==> src/rtl/mcu_pkg.sv <==
// Shared fetch/dispatch definitions: fetch state encodings, opcode constants
// and instruction field widths used by the fetch controller and its counter.
package mcu_pkg;

  typedef enum logic [2:0] {
    S_IDLE,
    S_ADDR,
    S_READ,
    S_LATCH,
    S_EXEC,
    S_RETIRE,
    S_HALT
  } fetch_state_t;

  typedef enum logic {
    CTR_DOWN,
    CTR_UP
  } ctr_mode_t;

  localparam int OPCODE_W = 4;
  localparam int PARAM_W  = 6;
  localparam int INSTR_W  = OPCODE_W + 2 * PARAM_W;

  localparam logic [OPCODE_W-1:0] OP_ALU_MIN = 4'b1000;
  localparam logic [OPCODE_W-1:0] OP_ALU_MAX = 4'b1110;
  localparam logic [OPCODE_W-1:0] OP_HALT    = 4'b1111;

  function automatic logic [OPCODE_W-1:0] opcode_of(input logic [INSTR_W-1:0] instr);
    return instr[INSTR_W-1 -: OPCODE_W];
  endfunction

endpackage

==> src/rtl/fetch_timeout_ctr.sv <==
// Loadable saturating counter shared by the memory-latency wait (down mode)
// and the EXEC watchdog (up mode).
module fetch_timeout_ctr
  import mcu_pkg::*;
#(
  parameter int WIDTH = 8
) (
  input  logic             i_clk,
  input  logic             i_rst,
  input  logic             i_load,
  input  logic [WIDTH-1:0] i_load_val,
  input  logic             i_en,
  input  ctr_mode_t        i_mode,
  output logic [WIDTH-1:0] o_count
);

  logic [WIDTH-1:0] r_count;

  always_ff @(posedge i_clk) begin
    if (i_rst) begin
      r_count <= '0;
    end else if (i_load) begin
      r_count <= i_load_val;
    end else if (i_en) begin
      if (i_mode == CTR_UP) begin
        if (r_count != '1) r_count <= r_count + 1'b1;
      end else begin
        if (r_count != '0) r_count <= r_count - 1'b1;
      end
    end
  end

  assign o_count = r_count;

endmodule

==> src/rtl/fetch_dispatch_fsm.sv <==
// Instruction fetch/dispatch controller feeding the execution FSMs.
// Optional FETCH_DISPATCH_PERF_EN adds a 16-bit count of done-completed retires.
module fetch_dispatch_fsm
  import mcu_pkg::*;
#(
  parameter int                   MEM_LAT = 2,
  parameter int                   TIMEOUT = 32,
  parameter logic [OPCODE_W-1:0]  HALT_OP = OP_HALT
) (
  input  logic               i_clk,
  input  logic               i_rst,
  input  logic               i_run,
  input  logic [INSTR_W-1:0] i_memData,
  input  logic               i_done,
  output logic               o_pcOutEN,
  output logic               o_marLatch,
  output logic               o_memRead,
  output logic               o_irLatch,
  output logic [INSTR_W-1:0] o_instruction,
  output logic               o_retired,
  output logic               o_fault,
  output logic               o_halted
`ifdef FETCH_DISPATCH_PERF_EN
  ,
  output logic [15:0]        o_retireCount
`endif
);

  // READ always spends at least one cycle, so MEM_LAT=1 and 2 both load zero
  localparam logic [3:0] WAIT_LOAD = (MEM_LAT > 2) ? 4'(MEM_LAT - 2) : 4'd0;
  localparam logic [7:0] TO_LAST   = 8'(TIMEOUT - 1);

  fetch_state_t       r_state;
  fetch_state_t       w_next;
  logic [INSTR_W-1:0] r_ir;
  logic               r_pc_out_en, r_mar_latch, r_mem_read, r_ir_latch;
  logic               r_retired, r_fault, r_halted;
  logic [INSTR_W-1:0] r_instruction;
  logic               w_timeout;
  logic               w_ctr_load, w_ctr_en;
  logic [7:0]         w_ctr_val;
  ctr_mode_t          w_ctr_mode;
  logic [7:0]         w_count;

  fetch_timeout_ctr #(.WIDTH(8)) u_ctr (
    .i_clk      (i_clk),
    .i_rst      (i_rst),
    .i_load     (w_ctr_load),
    .i_load_val (w_ctr_val),
    .i_en       (w_ctr_en),
    .i_mode     (w_ctr_mode),
    .o_count    (w_count)
  );

  always_comb begin
    w_ctr_load = 1'b0;
    w_ctr_val  = '0;
    w_ctr_en   = 1'b0;
    w_ctr_mode = CTR_DOWN;
    case (r_state)
      S_ADDR: begin
        w_ctr_load = 1'b1;
        w_ctr_val  = {4'b0000, WAIT_LOAD};
      end
      S_READ:  w_ctr_en = 1'b1;
      S_LATCH: begin
        w_ctr_load = 1'b1;
        w_ctr_mode = CTR_UP;
      end
      S_EXEC: begin
        w_ctr_en   = 1'b1;
        w_ctr_mode = CTR_UP;
      end
      default: ;
    endcase
  end

  always_comb begin
    w_next    = r_state;
    w_timeout = 1'b0;
    case (r_state)
      S_IDLE:   if (i_run) w_next = S_ADDR;
      S_ADDR:   w_next = S_READ;
      S_READ:   if (w_count == '0) w_next = S_LATCH;
      S_LATCH:  w_next = (opcode_of(i_memData) == HALT_OP) ? S_HALT : S_EXEC;
      S_EXEC: begin
        // done wins over a coincident watchdog expiry
        if (i_done) begin
          w_next = S_RETIRE;
        end else if (w_count == TO_LAST) begin
          w_next    = S_RETIRE;
          w_timeout = 1'b1;
        end
      end
      S_RETIRE: w_next = i_run ? S_ADDR : S_IDLE;
      S_HALT:   w_next = S_HALT;
      default:  w_next = S_IDLE;
    endcase
  end

  always_ff @(posedge i_clk) begin
    if (i_rst) begin
      r_state       <= S_IDLE;
      r_ir          <= '0;
      r_pc_out_en   <= 1'b0;
      r_mar_latch   <= 1'b0;
      r_mem_read    <= 1'b0;
      r_ir_latch    <= 1'b0;
      r_retired     <= 1'b0;
      r_fault       <= 1'b0;
      r_halted      <= 1'b0;
      r_instruction <= '0;
    end else begin
      r_state <= w_next;
      if (r_state == S_LATCH) r_ir <= i_memData;
      if (w_timeout) r_fault <= 1'b1;
      r_pc_out_en   <= (w_next == S_ADDR);
      r_mar_latch   <= (w_next == S_ADDR);
      r_mem_read    <= (w_next == S_READ) || (w_next == S_LATCH);
      r_ir_latch    <= (w_next == S_LATCH);
      r_retired     <= (w_next == S_RETIRE);
      r_halted      <= (w_next == S_HALT);
      r_instruction <= (w_next != S_EXEC) ? '0 :
                       (r_state == S_LATCH) ? i_memData : r_ir;
    end
  end

  assign o_pcOutEN     = r_pc_out_en;
  assign o_marLatch    = r_mar_latch;
  assign o_memRead     = r_mem_read;
  assign o_irLatch     = r_ir_latch;
  assign o_instruction = r_instruction;
  assign o_retired     = r_retired;
  assign o_fault       = r_fault;
  assign o_halted      = r_halted;

`ifdef FETCH_DISPATCH_PERF_EN
  logic        r_timeout_retire;
  logic [15:0] r_retire_count;

  always_ff @(posedge i_clk) begin
    if (i_rst) begin
      r_timeout_retire <= 1'b0;
      r_retire_count   <= '0;
    end else begin
      r_timeout_retire <= w_timeout;
      if (r_state == S_RETIRE && !r_timeout_retire) r_retire_count <= r_retire_count + 1'b1;
    end
  end

  assign o_retireCount = r_retire_count;
`endif

endmodule

==> config.mk <==
export PLATFORM = sky130hd
export DESIGN_NAME = fetch_dispatch_fsm
export DESIGN_NICKNAME = d
export VERILOG_FILES = /design/src/rtl/mcu_pkg.sv /design/src/rtl/fetch_timeout_ctr.sv /design/src/rtl/fetch_dispatch_fsm.sv
export SDC_FILE = /design/constraint.sdc
export NUM_CORES = 1
export LEC_CHECK = 0
export CORE_ASPECT_RATIO = 0.6
export CORE_MARGIN = 3
export CORE_UTILIZATION = 54
export CTS_CLUSTER_SIZE = 12
export DETAILED_ROUTE_END_ITERATION = 7
export PLACE_DENSITY = 0.89
export SYNTH_ARGS = -nofsm -noshare
export SYNTH_HDL_FRONTEND = slang
export SYNTH_HIERARCHICAL = 1
export SYNTH_SLANG_ARGS = --single-unit
==> constraint.sdc <==
create_clock -name i_clk -period 8.8 [get_ports i_clk]
set_clock_uncertainty 0.15 [all_clocks]
set_input_delay 1.32 -clock i_clk [delete_from_list [all_inputs] [get_ports i_clk]]
set_output_delay 1.32 -clock i_clk [all_outputs]
set_load 0.005 [all_outputs]
==> impl_metrics.env, run 1 <==
export IMPL_synth_top_cell_area_share_pct=41.7
export IMPL_critPathRequiredTime_ps=8850
export IMPL_finalPower_mw=0.571
export IMPL_yosysTopAreaCell="dfxtp_1"
export IMPL_yosysWarnings=6
export IMPL_start_util_pct=60.2
export IMPL_fin_crit_ps=3830
export IMPL_drt_total_wl_mm=5.13
export IMPL_slowest_delay_ps=550
export IMPL_grt_use_met1_pct=31.7
export IMPL_status="finished, final reports clean"
export IMPL_synth_cell_type_count=59
export IMPL_gp_congestion=0.949
export IMPL_ctsRootBufferMaster="clkbuf_8"
export IMPL_num_antenna_cells=0
export IMPL_layout_drive_gt1_share_pct=12.0
export IMPL_vias=1835
export IMPL_via_per_inst=5.53
export IMPL_use_met3_pct=6.46
export IMPL_syn_cell_area_um2=2350
export IMPL_grt_overflow_total=0
export IMPL_r2r_slack_ps=4970
export IMPL_antenna_found_initial=0
export IMPL_synthTopCellsByArea="dfxtp_1 (42%), mux2i_1 (8.1%), nor4b_2 (6.4%), nor2_1 (5.1%), ha_1 (3.2%)"
export IMPL_p_leak_nw=1.14
export IMPL_grt_use_total_pct=20.7
export IMPL_crit_path_cell_trace="nor2b_2, nand2_4, nand2_1, inv_1, ha_1, and2_4, a221o_1, or4_4, a41o_1, o211a_1"
export IMPL_drcViolationCount=0
export IMPL_startpoint_type="flip-flop"
export IMPL_top_usage_layer="met1"
export IMPL_use_met2_pct=28.1
export IMPL_crit_path_end="u_ctr/o_count[7]$_SDFFE_PP0P_"
export IMPL_cp_max_fo=19
export IMPL_synthCells=234
export IMPL_grt_pass1_vias=1663
export IMPL_die_h_um=57.2
export IMPL_synth_async_reset_ratio_pct=0
export IMPL_reg2reg_to="u_ctr/o_count[7]$_SDFFE_PP0P_"
export IMPL_synth_common_cells="dfxtp_1 (49), nor2_1 (32), mux2i_1 (19)"
export IMPL_startpoint="r_state[0]$_SDFF_PP0_"
export IMPL_max_slew_worst_pin_slew_ps=982
export IMPL_nets=301
export IMPL_cts_max_level=2
export IMPL_min_period_over_period_pct=43.6
export IMPL_area_delta_synth_final_pct=20.8
export IMPL_crit_type="reg2reg"
export IMPL_ys_ff_latch=49
export IMPL_coreArea_um2=3910
export IMPL_final_max_slew_violation_count=0
export IMPL_grt_pass1_wl_mm=8.62
export IMPL_die_x_um=91.3
export IMPL_portBuffers=42
export IMPL_arrival_ps=3880
export IMPL_reg2reg_from="r_state[0]$_SDFF_PP0_"
export IMPL_hold_viol_final=0
export IMPL_clkTransAtPathRegs_ps=90
export IMPL_place_hpwl_mm=3.70
export IMPL_synth_seq_area_share_pct=41.7
export IMPL_end_kind="flip-flop"
export IMPL_cts_num_sinks=49
export IMPL_syn_avg_cell_area_um2=10.1
export IMPL_synth_most_common_cell="dfxtp_1"
export IMPL_placed_area_um2=2760
export IMPL_clk_path_buf_depth=2
export IMPL_synth_flop_cell="dfxtp_1"
export IMPL_nFillCells=284
export IMPL_r2r_cells=10
export IMPL_grt_max_degree=51
export IMPL_core_rowCount=17
export IMPL_power_density_nw_per_um2=201
export IMPL_final_setup_viol_count=0
export IMPL_critPathSlowestCell="dfxtp_1"
export IMPL_synth_edf_count=0
export IMPL_post_cts_buffers=0
export IMPL_cap_viol_max_count=0
export IMPL_postRouteAntennaNets=0
export IMPL_clk_latency_ps=300
export IMPL_ir_drop_mv=0.108
export IMPL_wl_per_cell_um=15.4
export IMPL_cts_tree="built"
export IMPL_ctsResizeCount=0
export IMPL_fmax_mhz=261
export IMPL_slew_headroom_pct=34.5
export IMPL_holdBufCountCts=0
export IMPL_dieArea_um2=5210
export IMPL_numCtsBuffers=5
export IMPL_rsz0062_at_grt="false"
export IMPL_dr_pass1_iters=4
export IMPL_tns_ps=0
export IMPL_drt_iter0_markers=141
export IMPL_final_area_um2=2850
export IMPL_holdCritPathClass="reg2reg"
export IMPL_ioPinCount=43
==> cell type report <==
| cell class | count | area, um2 | area share, % |
|---|---|---|---|
| timing repair buffer | 42 | 415 | 14.6 |
| inverter | 7 | 26.3 | 0.923 |
| clock inverter | 3 | 21.3 | 0.748 |
| sequential | 49 | 981 | 34.5 |
| clock buffer | 5 | 68.8 | 2.42 |
| multi-input combinational | 169 | 1260 | 44.3 |
| tap | 57 | 71.3 | 2.51 |
==> stage by stage <==
stage	util, %	hold WS (ps)	setup slack (ps)	cells
after floorplan	-	310	5610	241
after global placement	70.4	310	5160	324
after detailed placement	70.4	324	5040	324
after CTS	72.7	344	5000	332
after global routing	72.7	368	4710	332
final	72.7	342	4970	332
==> layer usage <==
layer  up-vias  part of all wire (%)
met2        92                    40
met1       822                    49
met5         -                     0
li1        914                     -
met4         0                  0.66
met3         7                    10
==> sequential cells by signal, indices dropped and copies added, names as in the netlist <==
| signal | count |
|---|---|
| o_instruction | 16 |
| r_ir | 16 |
| u_ctr/o_count | 8 |
| r_state | 3 |
| o_fault | 1 |
| o_halted | 1 |
| o_irLatch | 1 |
| o_marLatch | 1 |
| o_memRead | 1 |
| o_retired | 1 |
==> report_power, final <==
group          leakage (nW)  internal, mW  total, mW  switching, mW
clock                0.0445        0.0565      0.134         0.0774
sequential            0.397         0.235      0.258         0.0229
combinational         0.694        0.0851      0.179         0.0940
total                  1.14         0.377      0.571          0.194
==> worst min-delay path by stage <==
stage,start,end,slack (ps),depth (start not counted)
final,o_fault$_SDFFE_PP0P_,o_fault$_SDFFE_PP0P_,340,2
after global routing,o_fault$_SDFFE_PP0P_,o_fault$_SDFFE_PP0P_,370,2
after floorplan,r_ir[3]$_SDFF_PP0_,r_ir[3]$_SDFF_PP0_,310,2
after detailed placement,o_fault$_SDFFE_PP0P_,o_fault$_SDFFE_PP0P_,320,2
after global placement,o_fault$_SDFFE_PP0P_,o_fault$_SDFFE_PP0P_,310,2
after CTS,o_fault$_SDFFE_PP0P_,o_fault$_SDFFE_PP0P_,340,2
==> placed cells by master (no fill, tap or decap), types with 6 or more instances in the layout <==
| cell | count |
|---|---|
| nor4b_1 | 7 |
| clkdlybuf4s50_1 | 41 |
| inv_1 | 7 |
| nor3_1 | 7 |
| a211oi_1 | 6 |
| ha_1 | 6 |
| nand2_1 | 8 |
| mux2i_1 | 19 |
| a21oi_1 | 7 |
| conb_1 | 8 |
| nor2_1 | 32 |
| nor4b_2 | 10 |
| dfxtp_1 | 49 |
==> critical path: cells and delay by family (launching register included) <==
kind | cells | cell delay, ps
compound gates | 3 | 690
simple gates | 5 | 1730
flops | 1 | 550
fa+ha+maj | 1 | 400
buf+inv | 1 | 200
==> cell families (layout without fill, tap and decap cells) <==
kind of cell | after synthesis | count (layout) | synth area share (%)
buffers and inverters | 23 | 57 | 5.90
and+or+nand+nor | 95 | 95 | 27.2
other | 1 | 8 | 0.159
AOI/OAI and AO/OA | 33 | 33 | 10.3
muxes | 20 | 20 | 8.55
DFF | 49 | 49 | 41.7
xor gates and xnor gates | 6 | 6 | 2.23
adders and majority gates | 7 | 7 | 4.04
Note: power is estimated with default switching activity, not from simulation.
==> run 2: changes to the inputs <==
CORE_UTILIZATION = 52   (was 54)
PLACE_DENSITY = 0.86   (was 0.89)
clock period = 3.8 ns   (was 8.8 ns; I/O delays follow)
==> impl_metrics.env, run 2 (synthesized netlist as in run 1, its figures left out) <==
export IMPL_fin_crit_ps=3490
export IMPL_max_slew_worst_pin_slew_ps=983
export IMPL_hold_viol_final=0
export IMPL_num_antenna_cells=0
export IMPL_tns_ps=0
export IMPL_final_common_cell="dfxtp_1"
export IMPL_numCtsBuffers=5
export IMPL_portBuffers=42
export IMPL_wl_met3_um=378
export IMPL_vias=1837
export IMPL_wl_per_cell_um=15.3
export IMPL_crit_path_cell_trace="or3b_2, nand2_1, inv_1, ha_1, and2_4, a221o_1, or3_2, a311oi_1, nor3_1"
export IMPL_drt_iter0_markers=113
export IMPL_placed_area_um2=2770
export IMPL_area_delta_synth_final_pct=22.9
export IMPL_met2_length_mm=2.24
export IMPL_holdPathEnd="o_fault$_SDFFE_PP0P_"
export IMPL_grt_overflow_total=0
export IMPL_wl_met1_mm=2.50
export IMPL_r2r_slack_ps=310
export IMPL_p_int_mw=0.959
export IMPL_crit_type="reg2reg"
export IMPL_reg2reg_to="u_ctr/o_count[5]$_SDFFE_PP0P_"
export IMPL_netSwitchingFraction_pct=31.5
export IMPL_cp_max_fo=10
export IMPL_die_x_um=92.9
export IMPL_final_max_slew_violation_count=0
export IMPL_slowest_delay_ps=530
export IMPL_post_cts_buffers=0
export IMPL_holdBufCountCts=0
export IMPL_hold_depth=2
export IMPL_top_layer_used="met4"
export IMPL_p_comb_share_pct=29.7
export IMPL_hold_start="o_fault$_SDFFE_PP0P_"
export IMPL_min_period_over_period_pct=91.8
export IMPL_power_frac_seq_pct=42.6
export IMPL_grt_pass1_vias=1710
export IMPL_ctsResizeCount=0
export IMPL_gp_congestion=0.899
export IMPL_arrival_ps=3490
export IMPL_final_area_um2=2890
export IMPL_place_hpwl_mm=3.63
export IMPL_grt_use_total_pct=19.3
export IMPL_cts_max_level=2
export IMPL_fmax_mhz=287
export IMPL_die_h_um=58.1
export IMPL_reg2reg_from="r_state[2]$_SDFF_PP0_"
export IMPL_clk_path_buf_depth=2
export IMPL_dieArea_um2=5400
export IMPL_setup_ws_ps=313
export IMPL_grt_max_degree=51
export IMPL_cap_viol_max_count=0
export IMPL_end_kind="flip-flop"
export IMPL_via_per_inst=5.45
export IMPL_postRouteAntennaNets=0
export IMPL_layout_drive_gt1_share_pct=12.6
export IMPL_power_density_nw_per_um2=484
export IMPL_status="finished, final reports clean"
export IMPL_coreArea_um2=4230
export IMPL_holdCritPathClass="reg2reg"
export IMPL_dr_pass1_iters=4
export IMPL_nets=303
export IMPL_clkPwrFrac_pct=27.7
export IMPL_switchingPower_mw=0.440
export IMPL_ioPinCount=43
export IMPL_critPathRequiredTime_ps=3800
export IMPL_ctsRootBufferMaster="clkbuf_8"
export IMPL_slew_headroom_pct=34.5
export IMPL_finalPower_mw=1.40
export IMPL_crit_buf_inv=1
export IMPL_start_util_pct=55.6
export IMPL_drcViolationCount=0
export IMPL_cts_tree="built"
export IMPL_final_cell_mix="dfxtp_1 (49), clkdlybuf4s50_1 (41), nor2_1 (32)"
export IMPL_startpoint_type="flip-flop"
export IMPL_startpoint="r_state[2]$_SDFF_PP0_"
export IMPL_antenna_found_initial=0
export IMPL_ir_drop_mv=0.270
export IMPL_cp_top_family="simple AND/OR/NAND/NOR gates"
export IMPL_clk_latency_ps=300
export IMPL_pre_cts_slack_ps=380
export IMPL_rsz0062_at_grt="false"
export IMPL_critPathSlowestCell="or3b_2"
export IMPL_r2r_cells=9
export IMPL_p_leak_nw=1.16
export IMPL_final_setup_viol_count=0
export IMPL_clkTransAtPathRegs_ps=90
export IMPL_grt_pass1_wl_mm=8.27
export IMPL_core_rowCount=18
export IMPL_drt_total_wl_mm=5.15
export IMPL_cts_num_sinks=49
## run 2: changes by cell type in the layout (fill, tap and decap cells not counted)
cell and change:
clkinv_2 -1, bufinv_16 +1, buf_4 +2, clkbuf_8 +1, inv_6 -1
## run 2: metal layers
metal | vias to the layer above | GRT usage, %
li1 | 914 | -
met2 | 64 | 29.5
met3 | 6 | 4.15
met4 | 0 | 3.76
met5 | - | 0
met1 | 853 | 28.2
## run 2: tightest hold or removal path, stage by stage (launching register included)
cell and delay (ps):
dfxtp_1 340, nor2_1 50, nor2_1 70
## run 2: through the flow
| step | util, % | cells | hold slack, ps |
|---|---|---|---|
| 2_1_floorplan | - | 241 | 310 |
| 3_3_place_gp | 65.5 | 329 | 308 |
| 3_5_place_dp | 65.5 | 329 | 323 |
| 4_1_cts | 68.4 | 337 | 343 |
| 5_1_grt | 68.4 | 337 | 376 |
| 6_report | 68.4 | 337 | 337 |
## run 2: worst max path at each step
stage	slack, ps	end	cells after the start
after global placement	490	u_ctr/o_count[5]$_SDFFE_PP0P_	9
after floorplan	610	u_ctr/o_count[7]$_SDFFE_PP0P_	13
after global routing	230	u_ctr/o_count[5]$_SDFFE_PP0P_	9
after detailed placement	380	u_ctr/o_count[5]$_SDFFE_PP0P_	9
after CTS	370	u_ctr/o_count[5]$_SDFFE_PP0P_	9
final	310	u_ctr/o_count[5]$_SDFFE_PP0P_	9
## run 2: final cells by class
| cell class | count | area [um2] |
|---|---|---|
| clock buffers | 6 | 82.6 |
| clock inverters | 2 | 37.5 |
| fillers | 338 | 1340 |
| inverters | 7 | 26.3 |
| multi-input cells | 169 | 1260 |
| flip-flops and latches | 49 | 981 |
| well taps | 60 | 75.1 |
| repair buffers | 44 | 430 |
## run 2: power groups by stage
| stage | Sequential, mW | Combinational [mW] | Clock (mW) |
|---|---|---|---|
| after floorplan | 0.585 | 0.342 | 0 |
| after global placement | 0.603 | 0.401 | 0 |
| after detailed placement | 0.606 | 0.405 | 0 |
| after CTS | 0.595 | 0.410 | 0.392 |
| after global routing | 0.601 | 0.455 | 0.407 |
| final | 0.597 | 0.415 | 0.387 |
==> run 3: changes to the inputs <==
CORE_UTILIZATION = 50   (was 52)
PLACE_DENSITY = 0.84   (was 0.86)
RECOVER_POWER = 50   (was unset)
==> impl_metrics.env, run 3 (synthesized netlist as in run 1, its figures left out) <==
export IMPL_final_max_slew_violation_count=51
export IMPL_holdCritPathClass="reg2reg"
export IMPL_ir_drop_mv=0.254
export IMPL_portBuffers=42
export IMPL_drt_iter0_markers=180
export IMPL_dieArea_um2=5600
export IMPL_slew_headroom_pct=-55.9
export IMPL_clk_latency_ps=300
export IMPL_startpoint="r_state[2]$_SDFF_PP0_"
export IMPL_p_int_mw=0.874
export IMPL_utilization_pct=66.2
export IMPL_final_common_cell="dfxtp_1"
export IMPL_antenna_found_initial=0
export IMPL_dr_pass1_iters=4
export IMPL_switchingPower_mw=0.441
export IMPL_layout_drive_gt1_share_pct=12.3
export IMPL_arrival_ps=3440
export IMPL_grt_max_degree=51
export IMPL_startpoint_type="flip-flop"
export IMPL_final_setup_viol_count=0
export IMPL_clk_path_buf_depth=2
export IMPL_clkTransAtPathRegs_ps=90
export IMPL_status="complete, but fails checks"
export IMPL_holdBufCountCts=0
export IMPL_crit_buf_inv=1
export IMPL_ctsResizeCount=0
export IMPL_postRouteAntennaNets=0
export IMPL_fmax_mhz=286
export IMPL_numCtsBuffers=5
export IMPL_hold_viol_final=0
export IMPL_crit_path_cell_trace="or3b_2, nand2_1, inv_1, ha_1, and2_4, a221o_1, or3_2, a311oi_1, nor3_1"
export IMPL_coreArea_um2=4320
export IMPL_finalPower_mw=1.32
export IMPL_gp_congestion=0.948
export IMPL_cp_max_fo=10
export IMPL_grt_pass1_wl_mm=8.02
export IMPL_crit_type="reg2reg"
export IMPL_min_period_over_period_pct=91.9
export IMPL_drcViolationCount=0
export IMPL_ctsRootBufferMaster="clkbuf_8"
export IMPL_cts_max_level=2
export IMPL_grt_pass1_vias=1713
export IMPL_core_rowCount=18
export IMPL_post_cts_buffers=0
export IMPL_die_h_um=59.2
export IMPL_critPathSlowestCell="dfxtp_1"
export IMPL_violations="max-capacitance violations, max-slew violations"
export IMPL_drt_total_wl_mm=4.95
export IMPL_netSwitchingFraction_pct=33.5
export IMPL_final_area_um2=2860
export IMPL_p_comb_share_pct=31.2
export IMPL_p_leak_nw=1.21
export IMPL_power_density_nw_per_um2=459
export IMPL_grt_overflow_total=0
export IMPL_tns_ps=0
export IMPL_nets=303
export IMPL_die_x_um=94.6
export IMPL_fin_crit_ps=3490
export IMPL_cts_tree="built"
export IMPL_clkPwrFrac_pct=23.5
export IMPL_reg2reg_from="r_state[2]$_SDFF_PP0_"
export IMPL_power_frac_seq_pct=45.3
export IMPL_rsz0062_at_grt="false"
export IMPL_setup_ws_ps=307
export IMPL_start_util_pct=54.5
export IMPL_via_per_inst=5.39
export IMPL_cp_top_family="simple AND/OR/NAND/NOR gates"
export IMPL_hold_start="o_fault$_SDFFE_PP0P_"
export IMPL_vias=1815
export IMPL_critPathRequiredTime_ps=3750
export IMPL_end_kind="flip-flop"
export IMPL_num_antenna_cells=0
export IMPL_place_hpwl_mm=3.53
export IMPL_pre_cts_slack_ps=403
export IMPL_grt_use_total_pct=18.7
export IMPL_slowest_delay_ps=530
export IMPL_max_slew_worst_pin_slew_ps=2340
export IMPL_cts_num_sinks=49
export IMPL_placed_area_um2=2770
export IMPL_ioPinCount=43
export IMPL_cap_viol_max_count=1
export IMPL_area_delta_synth_final_pct=21.6
export IMPL_wl_per_cell_um=14.7
export IMPL_final_cell_mix="dfxtp_1 (49), nor2_1 (32), clkdlybuf4s50_1 (22)"
==> run 3: cell count changes in the layout (fill, tap and decap cells not counted) <==
| cell | change |
|---|---|
| inv_6 | +1 |
| buf_2 | -1 |
| clkdlybuf4s50_1 | -19 |
| bufinv_16 | -1 |
| clkinv_2 | +1 |
| clkbuf_8 | -1 |
| dlygate4sd3_1 | +19 |
| clkbuf_1 | +1 |
==> run 3: final cells by class <==
cell class	count	area, um2
Tap cell	60	75.1
Sequential cell	49	981
Clock inverter	3	21.3
Clock buffer	5	68.8
Multi-Input combinational cell	169	1260
Fill cell	345	1460
Inverter	7	26.3
Timing Repair Buffer	44	429
==> run 3: worst paths after layout <==
check                             endpoint  slack [ps]  cells after the start
max          u_ctr/o_count[5]$_SDFFE_PP0P_         310                      9
min                   o_fault$_SDFFE_PP0P_         340                      2
max reg2reg  u_ctr/o_count[5]$_SDFFE_PP0P_         310                      9
min reg2reg           o_fault$_SDFFE_PP0P_         340                      2
==> run 3: stage by stage <==
stage          instances  hold WS (ps)
3_5_place_dp         329           329
6_report             337           342
5_1_grt              337           387
4_1_cts              337           355
2_1_floorplan        241           310
3_3_place_gp         329           305
==> run 3: routing by layer <==
metal  global-route usage [%]  share of wire [%]  vias up
li1                         -                  -      915
met1                     27.6                 49      838
met2                     27.0                 42       54
met3                     4.70                8.0        8
met4                     5.54                1.2        0
met5                        0                  0        -
==> run 3: tightest hold or removal path, stage by stage, from the launching register on <==
cell,delay (ps)
dfxtp_1,340
nor2_1,50
nor2_1,70
==> run 3: power groups by stage <==
stage | Combinational [mW] | Clock [mW] | Sequential (mW)
2_1_floorplan | 0.342 | 0 | 0.585
3_3_place_gp | 0.401 | 0 | 0.604
3_5_place_dp | 0.401 | 0 | 0.606
4_1_cts | 0.406 | 0.316 | 0.595
5_1_grt | 0.451 | 0.334 | 0.602
6_report | 0.410 | 0.309 | 0.596
